### config.mk
export PLATFORM = sky130hd
export DESIGN_NAME = id_ex_stage
export DESIGN_NICKNAME = d
export VERILOG_FILES = /design/src/rtl/id_ex_stage.sv
export SDC_FILE = /design/constraint.sdc
export NUM_CORES = 1
export LEC_CHECK = 0
export BUFFER_PORTS_ARGS = -buffer_cell sky130_fd_sc_hd__buf_4
export CORE_MARGIN = 2
export CORE_UTILIZATION = 42
export DETAILED_ROUTE_END_ITERATION = 16
export GPL_TIMING_DRIVEN = 1
export PLACE_DENSITY = 0.77
export SLEW_MARGIN = 20
export SYNTH_ARGS = -nofsm -noshare
export SYNTH_HDL_FRONTEND = slang
export SYNTH_SLANG_ARGS = --single-unit
### constraint.sdc
create_clock -name clk -period 2.7 [get_ports clk]
set_clock_uncertainty 0.1 [all_clocks]
set_input_delay 0.54 -clock clk [delete_from_list [all_inputs] [get_ports clk]]
set_output_delay 0.54 -clock clk [all_outputs]
set_load 0.005 [all_outputs]
### src/rtl/id_ex_stage.sv
// ID/EX pipeline register with EX-side operand forwarding from MEM/WB and
// load-use hazard detection. The register holds the decoded instruction that
// is in EX. ALU operands are produced combinationally from that register and
// from the live MEM/WB results.
module id_ex_stage #(
    parameter int WIDTH = 32,
    parameter int RA    = 5
) (
    input  logic             clk,
    input  logic             clrn,
    input  logic [WIDTH-1:0] d_qa,
    input  logic [WIDTH-1:0] d_qb,
    input  logic [WIDTH-1:0] d_imm,
    input  logic [4:0]       d_sa,
    input  logic [3:0]       d_aluc,
    input  logic             d_aluimm,
    input  logic             d_shift,
    input  logic             d_wreg,
    input  logic             d_m2reg,
    input  logic             d_wmem,
    input  logic [RA-1:0]    d_rs,
    input  logic [RA-1:0]    d_rt,
    input  logic [RA-1:0]    d_rn,
    input  logic             d_use_rs,
    input  logic             d_use_rt,
    input  logic             stall,
    input  logic             flush,
    input  logic             m_wreg,
    input  logic             m_m2reg,
    input  logic [RA-1:0]    m_rn,
    input  logic [WIDTH-1:0] m_alu,
    input  logic             w_wreg,
    input  logic [RA-1:0]    w_rn,
    input  logic [WIDTH-1:0] w_data,
    output logic [WIDTH-1:0] e_a,
    output logic [WIDTH-1:0] e_b,
    output logic [3:0]       e_aluc,
    output logic [WIDTH-1:0] e_qb,
    output logic             e_wreg,
    output logic             e_m2reg,
    output logic             e_wmem,
    output logic [RA-1:0]    e_rn,
    output logic             e_valid,
    output logic             lu_stall
);

    typedef struct packed {
        logic             valid;
        logic             wreg;
        logic             m2reg;
        logic             wmem;
        logic [RA-1:0]    rn;
        logic [RA-1:0]    rs;
        logic [RA-1:0]    rt;
        logic [3:0]       aluc;
        logic [WIDTH-1:0] qa;
        logic [WIDTH-1:0] qb;
        logic [WIDTH-1:0] imm;
        logic [4:0]       sa;
        logic             aluimm;
        logic             shift;
    } ex_t;

    ex_t ex_q, ex_d;
    logic [WIDTH-1:0] fwd_rs, fwd_rt;

    // A load in MEM has no data yet, so it never forwards from the MEM port.
    // Register 0 is hardwired and is never forwarded.
    function automatic logic [WIDTH-1:0] fwd_sel(input logic [RA-1:0] src,
                                                 input logic [WIDTH-1:0] rf_val);
        if (m_wreg && !m_m2reg && (m_rn != '0) && (m_rn == src))
            return m_alu;
        else if (w_wreg && (w_rn != '0) && (w_rn == src))
            return w_data;
        else
            return rf_val;
    endfunction

    // Load in EX whose destination is read by the instruction in ID.
    always_comb begin
        lu_stall = ex_q.valid && ex_q.wreg && ex_q.m2reg && (ex_q.rn != '0) &&
                   ((d_use_rs && (d_rs == ex_q.rn)) || (d_use_rt && (d_rt == ex_q.rn)));
    end

    // Next EX contents: flush > stall > load-use bubble > capture from ID.
    always_comb begin
        ex_d = ex_q;
        if (flush) begin
            ex_d = '0;
        end else if (stall) begin
            ex_d = ex_q;
        end else if (lu_stall) begin
            ex_d = '0;
        end else begin
            ex_d.valid  = 1'b1;
            ex_d.wreg   = d_wreg;
            ex_d.m2reg  = d_m2reg;
            ex_d.wmem   = d_wmem;
            ex_d.rn     = d_rn;
            ex_d.rs     = d_rs;
            ex_d.rt     = d_rt;
            ex_d.aluc   = d_aluc;
            ex_d.qa     = d_qa;
            ex_d.qb     = d_qb;
            ex_d.imm    = d_imm;
            ex_d.sa     = d_sa;
            ex_d.aluimm = d_aluimm;
            ex_d.shift  = d_shift;
        end
    end

    // ID/EX register with synchronous active-low clear.
    always_ff @(posedge clk) begin
        if (!clrn) ex_q <= '0;
        else       ex_q <= ex_d;
    end

    // Operand forwarding tracks live MEM/WB even while the register is held.
    always_comb begin
        fwd_rs  = fwd_sel(ex_q.rs, ex_q.qa);
        fwd_rt  = fwd_sel(ex_q.rt, ex_q.qb);
        e_a     = ex_q.shift  ? {{(WIDTH-5){1'b0}}, ex_q.sa} : fwd_rs;
        e_b     = ex_q.aluimm ? ex_q.imm : fwd_rt;
        e_qb    = fwd_rt;
        e_aluc  = ex_q.aluc;
        e_wreg  = ex_q.wreg;
        e_m2reg = ex_q.m2reg;
        e_wmem  = ex_q.wmem;
        e_rn    = ex_q.rn;
        e_valid = ex_q.valid;
    end

endmodule

### Yosys cells after proc, flatten, opt, wreduce, memory -nomap -nowiden

Cells that the tools add are included.
W data, S select, Z words.

| word-level totals | value |
|---|---|
| register bits after elaboration | 126 |
| bits of input ports | 208 |
| output and inout port bits | 110 |

| operators by class | value |
|---|---|
| eq/ne operators | 6 |
| mux-type cells | 7 |
| bitwise operators | 1 |
| reduce and logical (&&, ||, !) cells | 19 |

Operator list:

| cell | count |
|---|---|
| $mux W32 | 6 |
| $mux W126 | 1 |
| $eq A5 B5 Y1 | 6 |
| $reduce_bool A5 Y1 | 3 |
| $logic_and A1 B1 Y1 | 13 |
| $reduce_or A2 Y1 | 1 |
| $logic_not A1 Y1 | 1 |
| $logic_or A1 B1 Y1 | 1 |
| $not A1 Y1 | 1 |

### Logic depth before layout (Yosys ltp)

Gate-level depths: netlist of the first run.

| depth | value |
|---|---|
| word-level depth | 6 |
| mapped depth | 7 |
| gate-level depth less buffers | 5 |

### Worst setup path before layout of the first run

OpenSTA, ideal clock, no wires.

| timing | value |
|---|---|
| kind | input-to-output |
| from | input port w_rn[1] |
| to | output port e_a[2] |
| data arrival time | 2,211 ps |
| data required time | 2,060 ps |
| setup slack | -151 ps |
| stages | 7 |
| path through | or4_4 -> o21ai_4 -> and3b_1 -> buf_6 -> buf_6 -> o221a_2 -> o31ai_2 |

| between the ends | value |
|---|---|
| cells in the longest elaborated chain, start to end | 6 |

RTL lines:

| element | line | RTL |
|---|---|---|
| from (decl) | 33 | `input logic [RA-1:0] w_rn,` |
| $reduce_bool A5 Y1 | 73 | `else if (w_wreg && (w_rn != '0) && (w_rn == src))` |
| $logic_and A1 B1 Y1 | 73 |  |
| $logic_and A1 B1 Y1 (*) | 73 |  |
| $mux W32 (*) | 73 |  |
| $mux W32 (*) | 71 | `if (m_wreg && !m_m2reg && (m_rn != '0) && (m_rn == src))` |
| $mux W32 (*) | 122 | `e_a = ex_q.shift ? {{(WIDTH-5){1'b0}}, ex_q.sa} : fwd_rs;` |
| to (decl) | 35 | `output logic [WIDTH-1:0] e_a,` |

Every way passes the cells marked *; elsewhere a longest branch is shown, timed or not.

### Worst setup path after layout of the first run

| timing | value |
|---|---|
| from | register ex_q[108] (netlist name) |
| to | output port e_b[6] |

| between the ends | value |
|---|---|
| cells in the longest elaborated chain, start to end | 5 |

RTL lines:

| element | line | RTL |
|---|---|---|
| from (decl) | 64 | `ex_t ex_q, ex_d;` |
| from (signal assigned) | 114 | `if (!clrn) ex_q <= '0;` |
| from (signal assigned) | 115 | `else ex_q <= ex_d;` |
| $eq A5 B5 Y1 | 73 |  |
| $logic_and A1 B1 Y1 | 73 |  |
| $mux W32 | 73 |  |
| $mux W32 (*) | 71 |  |
| $mux W32 (*) | 123 | `e_b = ex_q.aluimm ? ex_q.imm : fwd_rt;` |
| to (decl) | 36 | `output logic [WIDTH-1:0] e_b,` |

Marked as above.

==> results of run 1 <==
## final timing paths
check	startpoint	endpoint	slack [ns]	depth (start not counted)
setup / recovery	ex_q[108]	e_b[6]	-0.58	7
hold reg to reg	ex_q[29]	ex_q[29]	0.37	1
hold / removal	d_qa[18]	ex_q[89]	0.23	2
setup reg to reg	e_rn[4]	ex_q[45]	0.61	6
## cells in the final DEF, fill, tap and decap left out, types with 21 or more instances in the layout
master / n
a211oi_2: 21
a221oi_4: 29
a22o_1: 125
buf_4: 350
dfxtp_1: 122
mux2i_1: 25
nand2_1: 40
nand3_1: 38
nor2_1: 131
o31ai_1: 26
## metrics by stage
stage	utilization	hold slack (ns)	area, um^2
3_3_place_gp	0.623	0.357	9540
6_report	0.714	0.234	10900
3_5_place_dp	0.623	0.354	9540
4_1_cts	0.690	0.216	10600
5_1_grt	0.714	0.218	10900
2_1_floorplan	-	0.342	6710
## where the power goes
group	leakage (uW)	total [uW]	internal [uW]	switching, uW
clock network	0.000278	2290	1410	881
logic	0.00346	894	519	375
registers	0.00103	1980	1920	60.3
## flip-flops by register name (all words and copies together), names as in the netlist
register,flops
e_m2reg,1
e_aluc,4
e_valid,1
e_wreg,1
e_rn,5
e_wmem,1
ex_q,113
## cell families after synthesis
kind of cell / Yosys count / synth area share
buf+inv: 89 / 0.0641
mux: 27 / 0.0407
simple gates: 232 / 0.148
flops: 126 / 0.380
xor+xnor: 26 / 0.0343
compound gates: 235 / 0.333
## layer usage
layer  up-vias  track usage  wire, um
met5         -            0         0
met3        61       0.0795      2160
met4         0        0.142       937
met1      3482        0.348     10300
met2       368        0.484     12600
li1       3389            -         -
## area by class of cell
type,count,share of cell area
clock inverters,13,0.0127
well taps,211,0.0242
diodes,1,0.000229
flip-flops and latches,126,0.231
inverters,8,0.00275
multi-input cells,520,0.395
clock buffers,19,0.0414
repair buffers,380,0.293
## what timing repair did
item / CTS / global route
cloned: 2 / 3
resized for setup: 40 / 40
setup buffers: 7 / 5
pin swaps: 21 / 22
endpoints found under the setup margin: 96 / 96
==> key figures, run 1 <==
Status
  – Status: finished with violations
  – Failing checks: negative setup slack

Placement
  – DPL Wire Length: 17,700 um
  – Worst Setup Slack post-DPL: -0.500 ns
  – Routability cong.: 0.881
  – I/O Buffers: 317
  – Placed cells: 1,230

Worst setup path
  – CP arrival: 2.64 ns
  – CP Class: reg2out
  – Startpoint types: register
  – Crit-path max cell delay: roughly 0.54 ns
  – Top delay family on crit path: compound AO/OA/AOI/OAI gates
  – CP bufs+invs: 2
  – CP max stage cell: or4_4
  – CP Cell Sequence: nor2b_4, a2111o_1, or4_4, buf_12, a221oi_4, o31ai_2, buf_4
  – Required time of the critical path: 2.06 ns
  – CP Capture Type: output pin
  – Worst Path Max Fanout: 7

Layout
  – Nets: 1,261
  – Non-filler cells, final: 1,278
  – Area Overhead vs Synth: 64.7%
  – Area of the multi-input gates: 0.00432 mm^2
  – Fillcell total: 1,177
  – Layout cells sized above 1: 0.470
  – Flip-flop and latch area: 0.00253 mm^2

Power
  – Max VDD drop: 0.377 mV
  – Design Power: 5170 uW
  – PD cells: about 470 mW/mm^2
  – Static leakage: 0.00477 uW

Global routing
  – First-pass GRT wire length: approximately 37,000 um
  – Pin count of the biggest net entering global routing: ~70
  – Initial antenna violation count: 1
  – Total GRT Usage: 0.291
  – Global route total overflow: 0
  – Vias in the first global route: 7,014

Logic synthesis
  – EDFF count, synth: 0
  – Distinct cell type count after synthesis: 38
  – Fraction of registers with async set/reset: 0
  – Most numerous cell in the Yosys netlist: nor2_1
  – Synth top cells by count: nor2_1 (133), dfxtp_1 (126), a22o_1 (125), clkbuf_1 (55), nand2_1 (40)
  – Syn_nets: 943
  – Synth warn: 0
  – Largest area contributor in the netlist: dfxtp_1
  – Ys flop type: dfxtp_1
  – Share of the synthesized area in the top cell type: 0.380
  – Synth Instances: 735
  – Syn Std Cell Area: 0.00664 mm^2
  – Average cell area after synthesis: 9.03 um^2
  – Number of synthesized register bits: 126
  – Top cells by area, synth: dfxtp_1 (38%), a22o_1 (16%), nor2_1 (7.5%)
  – Part of the Yosys area used for sequential elements: 0.380

Floorplan
  – Io pins: 318
  – Die area: between 0.015 and 0.02 mm^2
  – Initial Util: 0.433
  – Core Box Area: around 0.015 mm^2
  – Die W: 130 um
  – Rows: 45
  – Die Height: 130 um

Timing
  – Min Tclk post-route: 3.28 ns
  – Final hold vios: 0
  – Final WS setup: -0.578 ns
  – Unrepaired setup endpoints after global routing: true
  – Setup Total Neg Slack: -40.48 ns
  – # setup viols final: 96
  – Slew HR: 0.519
  – Measured slew at the worst slew-check pin: between 0.7 and 0.8 ns
  – Tcrit/Tclk final: 1.21
  – Final Max Tran Viols: 0
  – FMAX: 305 MHz

CTS
  – CTS Sinks: 126
  – Clock buffer count from CTS: 17
  – Number of H-tree levels: 4
  – CTS Hold Buffers Added: 0
  – Clk_lat worst skew: 0.41 ns
  – Clk root buf: clkbuf_16
  – TritonCTS clock tree: built
  – CTS clk-pin slew, worst paths: 0.06 ns
  – CTS max path bufs: 2

Route
  – DR WL/cell: 20.4 um
  – Via/cell ratio: between 5 and 6
  – DR pass1 iterations: 5
  – Number of DRC markers in iteration 0: approximately 470
  – Via count: 7,300
  – Residual DRC: 0
  – Final wirelength: 26,100 um
  – ANT nets after route: 0

Run
  – # Max-Cap Violations: 0

Min path
  – Hold Path Class: in2reg
Power figures use the tool's default switching activity.
==> run 2, diff against run 1 <==
- SETUP_SLACK_MARGIN: unset -> 0.1
==> key figures, run 2 (same netlist as run 1, synthesis figures left out) <==
Status
  – Status: finished with violations
  – Failing checks: negative setup slack

Placement
  – I/O Buffers: 317 (unchanged)
  – Worst Setup Slack post-DPL: -0.443 ns (+0.0573 ns)
  – Placed cells: 1,232 (+0.16%)
  – Routability cong.: 0.879 (-0.31%)
  – DPL Wire Length: 17,900 um (+1.1%)
  – Area of placed instances: 0.00954 mm^2 (about the same)

Global routing
  – Vias in the first global route: 7,040 (+0.37%)
  – Layer carrying the most global-route usage: met2
  – Met1 usage: 0.355 (+0.00665)
  – Global route total overflow: 0 (unchanged)
  – Initial antenna violation count: 0 (-1)
  – Met2 usage: 0.511 (+0.0268)
  – Pin count of the biggest net entering global routing: 67 (-1.5%)
  – Total GRT Usage: 0.297 (+0.00546)
  – First-pass GRT wire length: 38,300 um (+2.3%)
  – Met3 usage: 0.0730 (-0.00656)

Worst setup path
  – Top delay family on crit path: buffers and inverters
  – CP bufs+invs: 5 (+3)
  – Crit-path max cell delay: 0.32 ns (-0.22 ns)
  – R2r setup slk: 0.59 ns (-0.02 ns)
  – Worst Path Max Fanout: 13 (+6)
  – CP Cell Sequence: buf_4, buf_4, xor2_1, nor4_4, buf_4, and2_4, buf_8, a221oi_4, o31ai_1, buf_4
  – CP Capture Type: output pin
  – Worst Reg-to-Reg Cells: 7 (+1)
  – CP arrival: 2.64 ns (about the same)
  – CP Class: reg2out
  – Reg2reg end: ex_q[49]
  – Top cell by count, worst path: buf_4
  – Worst r2r src: e_rn[4]
  – CP max stage cell: dfxtp_2
  – Required time of the critical path: 2.06 ns (about the same)
  – Cell depth of the worst setup path: 10 (+3)
  – Startpoint types: register

Floorplan
  – Core Box Area: 0.0153 mm^2 (unchanged)
  – Die Height: 130 um (unchanged)
  – Die W: 130 um (unchanged)
  – Rows: 45 (unchanged)
  – Io pins: 318 (unchanged)
  – Initial Util: 0.433 (unchanged)
  – Die area: 0.0168 mm^2 (unchanged)

Timing
  – Tcrit/Tclk final: 1.22 (+0.00236)
  – Final WS setup: -0.585 ns (-0.00637 ns)
  – Measured slew at the worst slew-check pin: 0.866 ns (+0.144 ns)
  – Final Max Tran Viols: 0 (unchanged)
  – Final hold vios: 0 (unchanged)
  – Min Tclk post-route: 3.28 ns (+0.00637 ns)
  – Slew HR: 0.423 (-0.0963)
  – # setup viols final: 96 (unchanged)
  – Unrepaired setup endpoints after global routing: true
  – FMAX: 304 MHz (-0.19%)

CTS
  – CTS Sinks: 126 (unchanged)
  – Clk root buf: clkbuf_16
  – Number of H-tree levels: 4 (unchanged)
  – TritonCTS clock tree: built
  – CTS max path bufs: 2 (unchanged)
  – Clock buffer count from CTS: 17 (unchanged)
  – CTS clk-pin slew, worst paths: 0.06 ns (about the same)
  – Clk_lat worst skew: 0.42 ns (about the same)

Route
  – Final wirelength: 26,500 um (+1.7%)
  – DR WL/cell: 20.8 um (+2.1%)
  – Via count: 7,205 (-1.3%)
  – ANT nets after route: 0 (unchanged)
  – Residual DRC: 0 (unchanged)
  – Via/cell ratio: 5.66 (-0.99%)
  – DR pass1 iterations: 5 (unchanged)
  – Number of DRC markers in iteration 0: 409 (-13%)

Min path
  – WHS Path Cells: 2 (unchanged)
  – Min-delay src: d_qa[0]
  – Min-Delay Endpoint: ex_q[71]
  – Hold Path Class: in2reg

Power
  – Net switching power: 1300 uW (-1.0%)
  – Pint: 3740 uW (-2.7%)
  – Max VDD drop: 0.411 mV (+9.1%)
  – Clk network pwr share: 0.433 (-0.010)
  – PD cells: 471 mW/mm^2 (-0.31%)
  – Switching Share: 0.258 (+0.00335)
  – Combinational power share: 0.174 (about the same)
  – Static leakage: 0.00469 uW (-1.7%)
  – Sequential Power Share: 0.393 (+0.009)
  – Design Power: 5050 uW (-2.3%)

Layout
  – Reg with most FFs: ex_q
  – Most frequent cells in the layout: buf_4 (348), nor2_1 (130), a22o_1 (125)
  – Area Overhead vs Synth: 61.4%
  – Non-filler cells, final: 1,274 (-0.31%)
  – Layout cells sized above 1: 0.465 (-0.00526)
  – Design area: 0.0107 mm^2 (-2.0%)
  – Commonest non-fill, non-tap cell in the layout: buf_4
  – Nets: 1,258 (-0.24%)
  – Max reg flops: 113 (unchanged)
  – ANT cells: 0 (-1)

Run
  – # Max-Cap Violations: 0 (unchanged)
run 2: cell count changes in the layout (fill, tap and decap cells not counted), sizes merged:
cell | previous run | this run
inv | 10 | 9
clkinvlp | 5 | 3
diode | 1 | 0
bufinv | 2 | 1
clkbuf | 22 | 20
clkinv | 4 | 8
buf | 377 | 376
run 2: per-stage QoR:
step	utilization	setup TNS (ns)	hold WS, ns
3_5_place_dp	0.623	-34.38	0.355
6_report	0.700	-40.78	0.236
4_1_cts	0.685	-41.98	0.220
3_3_place_gp	0.623	-32.55	0.356
2_1_floorplan	-	-7.48	0.342
5_1_grt	0.700	-48.96	0.229
run 2: final cells by class:
| type | count | area, um^2 |
|---|---|---|
| Tap cell | 211 | 264 |
| Inverter | 8 | 30.0 |
| Fill cell | 1211 | 4600 |
| Sequential cell | 126 | 2530 |
| Clock buffer | 19 | 453 |
| Timing Repair Buffer | 377 | 3140 |
| Multi-Input combinational cell | 520 | 4180 |
| Clock inverter | 13 | 116 |
run 2: timing repair:
item | 4_1_cts | 5_1_grt
pin swaps | 24 | 14
setup endpoints to repair | 96 | 96
cloned | 2 | 1
setup buffers | 8 | 1
hold buffers | 0 | 0
gates resized for setup | 40 | 36
run 2: power groups by stage:
stage          registers (uW)  clock network, uW  logic (uW)
2_1_floorplan            1990                  0         328
3_3_place_gp             2010                  0         796
3_5_place_dp             2020                  0         807
4_1_cts                  1980               2210         845
5_1_grt                  1990               2300         933
6_report                 1980               2190         877
run 2: worst max-delay path by stage:
stage,from,end,slack [ns]
final,ex_q[107],e_b[25],-0.58
after CTS,ex_q[107],e_b[14],-0.55
after global routing,ex_q[107],e_b[18],-0.68
after global placement,w_rn[0],e_b[11],-0.42
after floorplan,w_rn[1],e_a[2],-0.14
after detailed placement,w_rn[1],e_a[23],-0.44
run 2: worst reg2reg max path: cells and delay by family, from the launching register on:
kind | cells | cell delay (ns)
buffers and inverters | 2 | 0.38
DFF | 1 | 0.46
AOI/OAI and AO/OA | 3 | 0.80
xor gates and xnor gates | 1 | 0.15
and+or+nand+nor | 1 | 0.10
run 2: routing by layer:
layer	wire (um)	vias up
met1	10600	3449
met2	13000	346
met3	2260	35
met5	0	-
li1	-	3375
met4	612	0
==> run 3, diff against run 2 <==
- CTS_CLUSTER_DIAMETER: unset -> 50
- TNS_END_PERCENT: unset -> 20
==> key figures, run 3 (same netlist as run 1, synthesis figures left out) <==
CTS
  – Clk_lat worst skew: 0.42 ns (about the same)
  – CTS clk-pin slew, worst paths: 0.06 ns (about the same)
  – Clock buffer count from CTS: 17 (unchanged)
  – CTS Sinks: 126 (unchanged)
  – CTS max path bufs: 2 (unchanged)
  – Number of H-tree levels: 4 (unchanged)
  – TritonCTS clock tree: built
  – Clk root buf: clkbuf_16

Layout
  – Area Overhead vs Synth: 60.3%
  – Layout cells sized above 1: 0.449 (-0.0153)
  – Finished Core Util: 0.695 (-0.00482)
  – Non-filler cells, final: 1,268 (-0.47%)
  – Commonest non-fill, non-tap cell in the layout: buf_4
  – Reg with most FFs: ex_q
  – ANT cells: 0 (unchanged)
  – Max reg flops: 113 (unchanged)
  – Most frequent cells in the layout: buf_4 (347), nor2_1 (131), a22o_1 (125)
  – Fillcell total: 1,197 (-1.2%)
  – Nets: 1,253 (-0.40%)
  – Design area: 0.0106 mm^2 (-0.69%)

Timing
  – Final hold vios: 0 (unchanged)
  – Tcrit/Tclk final: 1.25 (+0.0296)
  – Unrepaired setup endpoints after global routing: true
  – Measured slew at the worst slew-check pin: 1.10 ns (+0.229 ns)
  – Slew HR: 0.270 (-0.153)
  – FMAX: 297 MHz (-2.4%)
  – # setup viols final: 96 (unchanged)
  – Final Max Tran Viols: 0 (unchanged)
  – Min Tclk post-route: 3.36 ns (+0.0799 ns)
  – Final WS setup: -0.665 ns (-0.0799 ns)
  – Setup Total Neg Slack: -46.29 ns (-5.51 ns)

Floorplan
  – Die W: 130 um (unchanged)
  – Die area: 0.0168 mm^2 (unchanged)
  – Io pins: 318 (unchanged)
  – Die Height: 130 um (unchanged)
  – Initial Util: 0.433 (unchanged)
  – Core Box Area: 0.0153 mm^2 (unchanged)
  – Rows: 45 (unchanged)

Worst setup path
  – CP bufs+invs: 2 (-3)
  – Top delay family on crit path: simple AND/OR/NAND/NOR gates
  – CP Class: reg2out
  – Worst Path Max Fanout: 10 (-3)
  – CP Cell Sequence: nor2b_4, a2111o_1, or4_4, buf_12, a221oi_2, nor2_1, buf_4
  – CP max stage cell: or4_4
  – CP Capture Type: output pin
  – Crit-path max cell delay: 0.62 ns (+0.30 ns)
  – Required time of the critical path: 2.06 ns (about the same)
  – CP arrival: 2.72 ns (+0.08 ns)
  – Startpoint types: register

Route
  – ANT nets after route: 0 (unchanged)
  – Final wirelength: 25,200 um (-5.0%)
  – Residual DRC: 0 (unchanged)
  – DR pass1 iterations: 5 (unchanged)
  – Number of DRC markers in iteration 0: 496 (+21%)
  – Via count: 7,254 (+0.68%)
  – Via/cell ratio: 5.72 (+1.2%)
  – DR WL/cell: 19.8 um (-4.6%)

Placement
  – Routability cong.: 0.827 (-5.9%)
  – Area of placed instances: 0.00951 mm^2 (-0.26%)
  – I/O Buffers: 317 (unchanged)
  – Placed cells: 1,233 (+0.081%)
  – DPL Wire Length: 17,800 um (-0.37%)

Power
  – PD cells: 503 mW/mm^2 (+6.8%)
  – Static leakage: 0.00466 uW (-0.52%)
  – Max VDD drop: 0.414 mV (+0.66%)

Global routing
  – Met2 usage: 0.475 (-0.0363)
  – Global route total overflow: 0 (unchanged)
  – Met1 usage: 0.346 (-0.00931)
  – Pin count of the biggest net entering global routing: 62 (-7.5%)
  – First-pass GRT wire length: 36,900 um (-3.7%)
  – Layer carrying the most global-route usage: met2
  – Vias in the first global route: 6,873 (-2.4%)
  – Total GRT Usage: 0.283 (-0.0134)
  – Initial antenna violation count: 0 (unchanged)
  – Met3 usage: 0.0804 (+0.00738)

Status
  – Failing checks: negative setup slack
  – Status: finished with violations

Run
  – # Max-Cap Violations: 0 (unchanged)

Min path
  – Hold Path Class: in2reg
[run 3: where the power goes]
| part | internal (uW) | switching (uW) | leakage, uW |
|---|---|---|---|
| registers | 1920 | 61.0 | 0.00103 |
| clock network | 1680 | 840 | 0.000312 |
| logic | 501 | 351 | 0.00332 |
| total | 4100 | 1250 | 0.00466 |
[run 3: metal layers]
metal / share of wire / vias to the layer above
li1: - / 3376
met1: 0.40 / 3483
met2: 0.49 / 350
met3: 0.087 / 45
met4: 0.025 / 0
met5: 0 / -
[run 3: final timing paths]
check / from / endpoint / slack [ns] / cells past startpoint
worst max-delay path: ex_q[108] / e_qb[9] / -0.66 / 7
worst max register to register: e_rn[4] / ex_q[84] / 0.56 / 7
worst min-delay path: d_qb[30] / ex_q[69] / 0.23 / 2
worst min register to register: ex_q[74] / ex_q[74] / 0.37 / 1
[run 3: through the flow]
step | hold slack (ns) | setup WS, ns | total power, uW
floorplan | 0.342 | -0.139 | 2320
global placement | 0.355 | -0.520 | 2800
detailed placement | 0.354 | -0.552 | 2820
CTS | 0.219 | -0.661 | 5340
global route | 0.220 | -0.739 | 5540
finish | 0.233 | -0.665 | 5350
[run 3: cell type report]
class | instances | area (um^2) | area share
sequential | 126 | 2530 | 0.237
timing repair buffer | 372 | 3090 | 0.290
multi-input combinational | 520 | 4090 | 0.384
clock inverter | 11 | 189 | 0.0178
clock buffer | 20 | 457 | 0.0429
tap | 211 | 264 | 0.0248
inverter | 8 | 30.0 | 0.00282
[run 3: repair_timing]
| action | CTS | global route |
|---|---|---|
| endpoints found under the setup margin | 96 | 96 |
| cloned | 1 | 1 |
| pin swaps | 36 | 20 |
| buffers inserted | 2 | 0 |
| hold buffers | 0 | 0 |
| hold endpoints to repair | 0 | 0 |
| resized for setup | 22 | 37 |
